[src/rtl/ex_stage_pkg.sv]
// Shared encodings and sizes for the execute stage and its mul/div unit.
package ex_stage_pkg;

  localparam int WB_W        = 3;
  localparam int MEM_W       = 12;
  localparam int DATA_W      = 32;
  localparam int MD_ITER_DEF = 32;

  typedef enum logic [2:0] {
    ALU_ADD = 3'b000,
    ALU_SUB = 3'b001,
    ALU_AND = 3'b010,
    ALU_OR  = 3'b011,
    ALU_SLT = 3'b100,
    ALU_XOR = 3'b101,
    ALU_NOR = 3'b110,
    ALU_SLL = 3'b111
  } alu_op_e;

  typedef enum logic [2:0] {
    BR_NONE = 3'b000,
    BR_EQ   = 3'b001,
    BR_NE   = 3'b010,
    BR_LEZ  = 3'b011,
    BR_GTZ  = 3'b100
  } br_cond_e;

  typedef enum logic [2:0] {
    MD_NONE  = 3'b000,
    MD_MULT  = 3'b001,
    MD_MULTU = 3'b010,
    MD_DIV   = 3'b011,
    MD_DIVU  = 3'b100,
    MD_MFHI  = 3'b101,
    MD_MFLO  = 3'b110,
    MD_NONE7 = 3'b111
  } md_op_e;

  typedef enum logic [1:0] {
    FWD_IDEX  = 2'b00,
    FWD_EXMEM = 2'b01,
    FWD_WB    = 2'b10,
    FWD_IDEX3 = 2'b11
  } fwd_sel_e;

  // Ops that start the iterative unit (MULT, MULTU, DIV, DIVU).
  function automatic logic md_is_start(input logic [2:0] op);
    return (op == MD_MULT) || (op == MD_MULTU) || (op == MD_DIV) || (op == MD_DIVU);
  endfunction

  // Ops that need the unit at all, i.e. must wait while it is busy.
  function automatic logic md_is_used(input logic [2:0] op);
    return (op != MD_NONE) && (op != MD_NONE7);
  endfunction

endpackage

[src/rtl/ex_stage_muldiv_unit.sv]
// Iterative multiply/divide: shift-add multiply, restoring divide, sign fix-up, HI/LO.
module muldiv_unit
  import ex_stage_pkg::*;
#(
  parameter int MD_ITER = MD_ITER_DEF
) (
  input  logic        clk,
  input  logic        reset,
  input  logic        i_start,
  input  logic [2:0]  i_op,
  input  logic [31:0] i_a,
  input  logic [31:0] i_b,
  output logic        o_busy,
  output logic [31:0] o_hi,
  output logic [31:0] o_lo
);

  typedef enum logic [1:0] {S_IDLE, S_ITER, S_FIX} md_state_e;
  localparam int CNT_W = $clog2(MD_ITER + 1);

  md_state_e        r_state, w_state_nx;
  logic [CNT_W-1:0] r_cnt;
  logic [32:0]      r_acc;     // product high half / partial remainder
  logic [31:0]      r_sh;      // multiplier / dividend shifting into quotient
  logic [31:0]      r_m;       // multiplicand / divisor magnitude
  logic             r_is_div, r_neg_q, r_neg_r, r_dz;
  logic [31:0]      r_hi, r_lo;

  logic             w_signed, w_sa, w_sb;
  logic [32:0]      w_mul_sum, w_div_sh;
  logic [33:0]      w_div_sub;
  logic             w_div_ge;
  logic [63:0]      w_prod, w_prod_s;
  logic [31:0]      w_quo, w_rem;

  function automatic logic [31:0] neg_if32(input logic [31:0] v, input logic neg);
    return neg ? (~v + 32'd1) : v;
  endfunction

  assign w_signed  = (i_op == MD_MULT) || (i_op == MD_DIV);
  assign w_sa      = w_signed && i_a[31];
  assign w_sb      = w_signed && i_b[31];

  assign w_mul_sum = r_acc + {1'b0, (r_sh[0] ? r_m : 32'd0)};
  assign w_div_sh  = {r_acc[31:0], r_sh[31]};
  assign w_div_sub = {1'b0, w_div_sh} - {2'b00, r_m};
  assign w_div_ge  = ~w_div_sub[33];

  assign w_prod    = {r_acc[31:0], r_sh};
  assign w_prod_s  = r_neg_q ? (~w_prod + 64'd1) : w_prod;
  assign w_quo     = r_dz ? 32'hFFFF_FFFF : neg_if32(r_sh, r_neg_q);
  assign w_rem     = neg_if32(r_acc[31:0], r_neg_r);

  assign o_busy = (r_state != S_IDLE) && !reset;
  assign o_hi   = r_hi;
  assign o_lo   = r_lo;

  // State register.
  always_ff @(posedge clk) begin
    if (reset) r_state <= S_IDLE;
    else       r_state <= w_state_nx;
  end

  // Next state: start -> MD_ITER iterations -> one fix-up cycle -> idle.
  always_comb begin
    w_state_nx = r_state;
    case (r_state)
      S_IDLE:  if (i_start) w_state_nx = S_ITER;
      S_ITER:  if (r_cnt == CNT_W'(MD_ITER - 1)) w_state_nx = S_FIX;
      S_FIX:   w_state_nx = S_IDLE;
      default: w_state_nx = S_IDLE;
    endcase
  end

  // Operand latch, one iteration per cycle, and signed write-back of HI/LO.
  always_ff @(posedge clk) begin
    if (reset) begin
      r_cnt    <= '0;
      r_acc    <= '0;
      r_sh     <= '0;
      r_m      <= '0;
      r_is_div <= 1'b0;
      r_neg_q  <= 1'b0;
      r_neg_r  <= 1'b0;
      r_dz     <= 1'b0;
      r_hi     <= '0;
      r_lo     <= '0;
    end else begin
      case (r_state)
        S_IDLE: if (i_start) begin
          r_cnt    <= '0;
          r_acc    <= '0;
          r_sh     <= neg_if32(i_a, w_sa);
          r_m      <= neg_if32(i_b, w_sb);
          r_is_div <= (i_op == MD_DIV) || (i_op == MD_DIVU);
          r_neg_q  <= w_sa ^ w_sb;
          r_neg_r  <= w_sa;
          r_dz     <= (i_b == 32'd0);
        end
        S_ITER: begin
          r_cnt <= r_cnt + CNT_W'(1);
          if (r_is_div) begin
            r_acc <= w_div_ge ? w_div_sub[32:0] : w_div_sh;
            r_sh  <= {r_sh[30:0], w_div_ge};
          end else begin
            {r_acc, r_sh} <= {w_mul_sum, r_sh} >> 1;
          end
        end
        S_FIX: begin
          if (r_is_div) begin
            r_hi <= w_rem;
            r_lo <= w_quo;
          end else begin
            {r_hi, r_lo} <= w_prod_s;
          end
        end
        default: ;
      endcase
    end
  end

endmodule

[src/rtl/ex_stage.sv]
// Execute stage: forwarding, ALU, branch evaluation, mul/div issue and the EX/MEM register.
module ex_stage
  import ex_stage_pkg::*;
#(
  parameter int MD_ITER = MD_ITER_DEF
) (
  input  logic              clk,
  input  logic              reset,
  input  logic [WB_W-1:0]   WB_in,
  input  logic [MEM_W-1:0]  MEM_in,
  input  logic [31:0]       nextAddress_in,
  input  logic [31:0]       A_in,
  input  logic [31:0]       B_in,
  input  logic [31:0]       imm_in,
  input  logic [4:0]        Ins20_in,
  input  logic [4:0]        Ins15_in,
  input  logic [4:0]        Ins10_in,
  input  logic [2:0]        AluzeroCtr,
  input  logic              RegDst,
  input  logic [2:0]        ALUop,
  input  logic              ALUSrc,
  input  logic [2:0]        md_op,
  input  logic [1:0]        fwdA,
  input  logic [1:0]        fwdB,
  input  logic [31:0]       wb_data,
  input  logic              flush,
  output logic              stall,
  output logic              md_busy,
  output logic [WB_W-1:0]   WB_out,
  output logic [MEM_W-1:0]  MEM_out,
  output logic [31:0]       alu_out,
  output logic [31:0]       store_out,
  output logic [4:0]        dest_out,
  output logic              br_taken_out,
  output logic [31:0]       br_target_out
);

  logic [WB_W-1:0]    r_wb_p0;
  logic [MEM_W-1:0]   r_mem_p0;
  logic [31:0]        r_alu_p0, r_store_p0, r_tgt_p0;
  logic [4:0]         r_dest_p0;
  logic               r_br_p0;

  logic [31:0]        w_opA, w_fB, w_opB, w_alu, w_res, w_hi, w_lo;
  logic signed [31:0] w_opA_s, w_opB_s;
  logic               w_br, w_busy, w_stall, w_issue;

  function automatic logic [31:0] fwd_mux(input logic [1:0] sel, input logic [31:0] idex,
                                          input logic [31:0] exmem, input logic [31:0] wb);
    case (sel)
      FWD_EXMEM: return exmem;
      FWD_WB:    return wb;
      default:   return idex;
    endcase
  endfunction

  assign w_opA   = fwd_mux(fwdA, A_in, r_alu_p0, wb_data);
  assign w_fB    = fwd_mux(fwdB, B_in, r_alu_p0, wb_data);
  assign w_opB   = ALUSrc ? imm_in : w_fB;
  assign w_opA_s = signed'(w_opA);
  assign w_opB_s = signed'(w_opB);

  assign w_stall = w_busy && md_is_used(md_op);
  assign w_issue = md_is_start(md_op) && !w_stall && !flush;

  // ALU function select.
  always_comb begin
    w_alu = '0;
    case (ALUop)
      ALU_ADD: w_alu = w_opA + w_opB;
      ALU_SUB: w_alu = w_opA - w_opB;
      ALU_AND: w_alu = w_opA & w_opB;
      ALU_OR:  w_alu = w_opA | w_opB;
      ALU_SLT: w_alu = {31'd0, (w_opA_s < w_opB_s)};
      ALU_XOR: w_alu = w_opA ^ w_opB;
      ALU_NOR: w_alu = ~(w_opA | w_opB);
      ALU_SLL: w_alu = w_opB << Ins10_in;
      default: w_alu = '0;
    endcase
  end

  // Result select: HI/LO moves override the ALU.
  always_comb begin
    w_res = w_alu;
    if (md_op == MD_MFHI)      w_res = w_hi;
    else if (md_op == MD_MFLO) w_res = w_lo;
  end

  // Branch condition evaluation.
  always_comb begin
    w_br = 1'b0;
    case (AluzeroCtr)
      BR_EQ:   w_br = (w_opA == w_fB);
      BR_NE:   w_br = (w_opA != w_fB);
      BR_LEZ:  w_br = (w_opA_s <= 32'sd0);
      BR_GTZ:  w_br = (w_opA_s >  32'sd0);
      default: w_br = 1'b0;
    endcase
  end

  muldiv_unit #(.MD_ITER(MD_ITER)) u_muldiv (
    .clk     (clk),
    .reset   (reset),
    .i_start (w_issue),
    .i_op    (md_op),
    .i_a     (w_opA),
    .i_b     (w_fB),
    .o_busy  (w_busy),
    .o_hi    (w_hi),
    .o_lo    (w_lo)
  );

  // EX/MEM register: stall and flush both insert an all-zero bubble.
  always_ff @(posedge clk) begin
    if (reset || w_stall || flush) begin
      r_wb_p0    <= '0;
      r_mem_p0   <= '0;
      r_alu_p0   <= '0;
      r_store_p0 <= '0;
      r_dest_p0  <= '0;
      r_br_p0    <= 1'b0;
      r_tgt_p0   <= '0;
    end else begin
      r_wb_p0    <= WB_in;
      r_mem_p0   <= MEM_in;
      r_alu_p0   <= w_res;
      r_store_p0 <= w_fB;
      r_dest_p0  <= RegDst ? Ins15_in : Ins20_in;
      r_br_p0    <= w_br;
      r_tgt_p0   <= nextAddress_in + (imm_in << 2);
    end
  end

  assign stall         = w_stall;
  assign md_busy       = w_busy;
  assign WB_out        = r_wb_p0;
  assign MEM_out       = r_mem_p0;
  assign alu_out       = r_alu_p0;
  assign store_out     = r_store_p0;
  assign dest_out      = r_dest_p0;
  assign br_taken_out  = r_br_p0;
  assign br_target_out = r_tgt_p0;

endmodule

[config.mk]
export PLATFORM = sky130hd
export DESIGN_NAME = ex_stage
export DESIGN_NICKNAME = d
export VERILOG_FILES = /design/src/rtl/ex_stage_pkg.sv /design/src/rtl/ex_stage_muldiv_unit.sv /design/src/rtl/ex_stage.sv
export SDC_FILE = /design/constraint.sdc
export NUM_CORES = 2
export LEC_CHECK = 0
export BUFFER_PORTS_ARGS = -buffer_cell sky130_fd_sc_hd__buf_2
export CAP_MARGIN = 20
export CORE_UTILIZATION = 40
export DETAILED_ROUTE_END_ITERATION = 6
export PLACE_DENSITY = 0.57
export SLEW_MARGIN = 20
export SYNTH_ARGS = -nofsm -noshare
export SYNTH_HDL_FRONTEND = slang
export SYNTH_SLANG_ARGS = --single-unit
[constraint.sdc]
create_clock -name clk -period 5.7 [get_ports clk]
set_clock_uncertainty 0.05 [all_clocks]
set_input_delay 0.57 -clock clk [delete_from_list [all_inputs] [get_ports clk]]
set_output_delay 0.57 -clock clk [all_outputs]
set_load 0.1 [all_outputs]
==> summary.txt <==
STA
  – Final setup viols: 0
  – RSZ-0062 raised after global routing: no
  – Maximum clock frequency: 205 MHz
  – Endpoints failing hold: 0
  – Worst-Margin Slew: 1260 ps
  – Final min period: 4880 ps
  – Final Worst Setup Slack: 815 ps
  – Crit share post-route: 0.857
  – Slew Limit Headroom: 0.149
  – Final setup TNS: 0 ps
  – Slew Viols, Final: 0

Clock network
  – Hold buffer count at cts: 0
  – Sink Count: 290
  – H-tree depth: 2
  – Clk pin slew, worst setup/hold paths: 70 ps
  – Total CTS buffers: 39
  – Clk Tree Root Cell: clkbuf_16
  – CTS Buffer Depth: 3
  – Resized cells post-CTS: 0
  – Setup Buffers After CTS: 0
  – TritonCTS clock tree: yes
  – Clock latency on the worst-skew pair: 600 ps

Placement
  – Placer Congestion: 1.09
  – Dpl ws: 332 ps
  – DP HPWL: 117,000 um
  – Post-placement cell count: 4,721
  – Placed Area: 30,400 sq um
  – Port buffer count: 326

Routing
  – Vias/cell: 6.38
  – DR DRC count: 0
  – Starting DRT DRC Count: 3,656
  – WL/cell: 30.8 um
  – Routed vias: 30,600
  – Antenna Violating Nets Remaining: 0
  – Total routed wirelength: 148,000 um
  – Pre-antenna DRT Iters: 6

Finish
  – Most frequent cells in the layout: 412 x nor2_1, 325 x buf_2, 289 x dfxtp_1
  – Commonest non-fill, non-tap cell in the layout: nor2_1
  – Synthesis-to-layout area growth: 17.8%
  – Layout cells sized above 1: 0.175
  – Nets: 4,310
  – Final non-filler cell total: 4,794
  – Filler Cells Inserted: 6,833
  – Fin area: 31,800 sq um

Power and ir drop
  – Leakage: 0.0136 uW
  – Pwr Density: 282 nW/um^2
  – Clock power share: 0.301
  – Switching Fraction: 0.435
  – Switching pwr: 3900 uW
  – Int Pwr: 5070 uW
  – Combinational cell fraction of total power: 0.445
  – Sequential fraction of design power: 0.254
  – VDD IR-drop max: 206 uV

Yosys
  – Post-synth EDFFs: 0
  – Synthesized flop and latch total: 290
  – Synth warn: 0
  – Netlist Area Pre-Place: 27,000 sq um
  – Yosys cell types: 91
  – Post-synth top flop: dfxtp_1
  – Sequential share of the synthesized area: 0.215
  – Async set-reset flop share out of synthesis: 0
  – Mean Syn Cell Area: 7.54 sq um
  – Syn Nets: 3,989
  – Cells after Synth: 3,578

Worst setup path
  – Crit path DAT: 5330 ps
  – Critical path peak fanout: 16
  – Worst Path Required: 6140 ps
  – CP Launch Type: input port
  – R2R depth: 15
  – Crit path kind: input port to flip-flop
  – CP endpoint kind: flip-flop

Global routing
  – Vias in the first global route: 28,100
  – First-pass GRT wire length: 205,000 um
  – Initial antenna violation count: 8
  – Pin count of the biggest net entering global routing: 84
  – Overall Global Routing Usage: 0.415
  – Grt ovf: 0

Min path
  – WHS Path Cells: 2
  – HP Class: input port to flip-flop

Floorplan
  – Number of cell rows: 94
  – Die Y: 262 um
  – Die ar.: 68,500 sq um
  – I/O pins: 327
  – Initial core utilization: 0.407
  – Core outline area: 66,200 sq um
  – Width of the die: 262 um

Job
  – Reported max-cap violation count: 0

Run status
  – Status: complete, no violations
-- flip-flops by register name, summed over array words and instances (netlist names), 3 cells and up --
name	count
u_muldiv.r_sh	32
u_muldiv.o_lo	32
u_muldiv.r_cnt	6
u_muldiv.o_hi	32
MEM_out	12
br_target_out	32
alu_out	32
store_out	32
u_muldiv.r_m	32
dest_out	5
u_muldiv.r_acc	33
WB_out	3
-- power groups by stage --
stage / clock network (uW) / logic [uW] / registers, uW
CTS: 2720 / 3870 / 2270
floorplan: 0 / 2100 / 2620
global placement: 0 / 3890 / 2310
finish: 2700 / 3990 / 2280
global route: 2790 / 4170 / 2280
detailed placement: 0 / 3850 / 2310
-- logic make-up after synthesis --
logic type                 Yosys count  synth area share
and+or+nand+nor                   1048             0.180
DFF                                290             0.215
xor gates and xnor gates           252            0.0818
muxes                              141            0.0609
AOI/OAI and AO/OA                 1211             0.304
adders and majority gates          203            0.0956
buffers and inverters              433            0.0624
-- layout make-up --
class | count | area (sq um) | area share
multi-input combinational | 2855 | 19500 | 0.615
sequential | 290 | 5810 | 0.183
timing repair buffer | 533 | 3290 | 0.103
clock buffer | 51 | 1090 | 0.0343
tap | 864 | 1080 | 0.0340
inverter | 180 | 676 | 0.0213
clock inverter | 17 | 284 | 0.00894
antenna | 4 | 10.0 | 0.000315
-- critical path, stage by stage --
cell,delay [ps]
buf_2,130
inv_1,60
ha_2,520
a221oi_1,230
or2_2,340
o21ai_0,610
inv_1,150
ha_1,320
buf_4,180
nor2_1,210
nand4_1,210
o311ai_1,650
o21ai_0,170
buf_4,170
a21oi_1,190
nor2_1,70
a2111o_1,320
a32o_1,210
-- path summary, 6_finish.rpt --
check,end,slack (ps),start
worst min-delay path,MEM_out[0]$_SDFF_PP0_,130,MEM_in[0]
worst min register to register,u_muldiv.o_hi[1]$_SDFFE_PP0N_,400,u_muldiv.o_hi[1]$_SDFFE_PP0N_
worst max-delay path,alu_out[30]$_SDFF_PP0_,820,fwdB[0]
worst max register to register,alu_out[30]$_SDFF_PP0_,1000,alu_out[18]$_SDFF_PP0_
-- through the flow --
stage	power (uW)	hold slack, ps	utilization
6_report	8970	126	0.480
4_1_cts	8860	108	0.480
2_1_floorplan	4730	382	-
3_5_place_dp	6160	395	0.459
3_3_place_gp	6200	390	0.459
5_1_grt	9250	128	0.480
-- synthesized netlist by cell type, types with 26 or more instances --
library cell  number  area [sq um]
nor2_1           413          1550
dfxtp_1          290          5810
nand2_1          244           916
a21oi_1          243          1220
o21ai_0          227          1140
ha_1             198          2480
clkbuf_1         197           739
inv_1            178           668
xnor2_1          167          1460
a211oi_1         146          1100
mux2i_1          109          1090
xor2_1            85           744
nor3_1            73           365
a21o_1            69           518
a22oi_1           60           450
nand3_1           53           265
nor2b_1           50           313
a221oi_1          49           429
a221o_1           39           390
o21ai_1           34           170
a31oi_1           33           206
and2_1            33           206
o22ai_1           31           194
o21a_1            30           225
o221ai_1          29           254
nand4_1           28           175
o21bai_1          28           210
buf_1             27           101
nand2b_1          27           169
o31ai_1           26           195
-- per-layer routing --
metal | global-route usage | vias up | routed length (um)
met4 | 0.242 | 4 | 9610
met1 | 0.541 | 14700 | 60600
li1 | - | 13800 | -
met5 | 0 | - | 32
met2 | 0.628 | 1804 | 62600
met3 | 0.0933 | 382 | 14800
(Power assumes the default switching activity.)
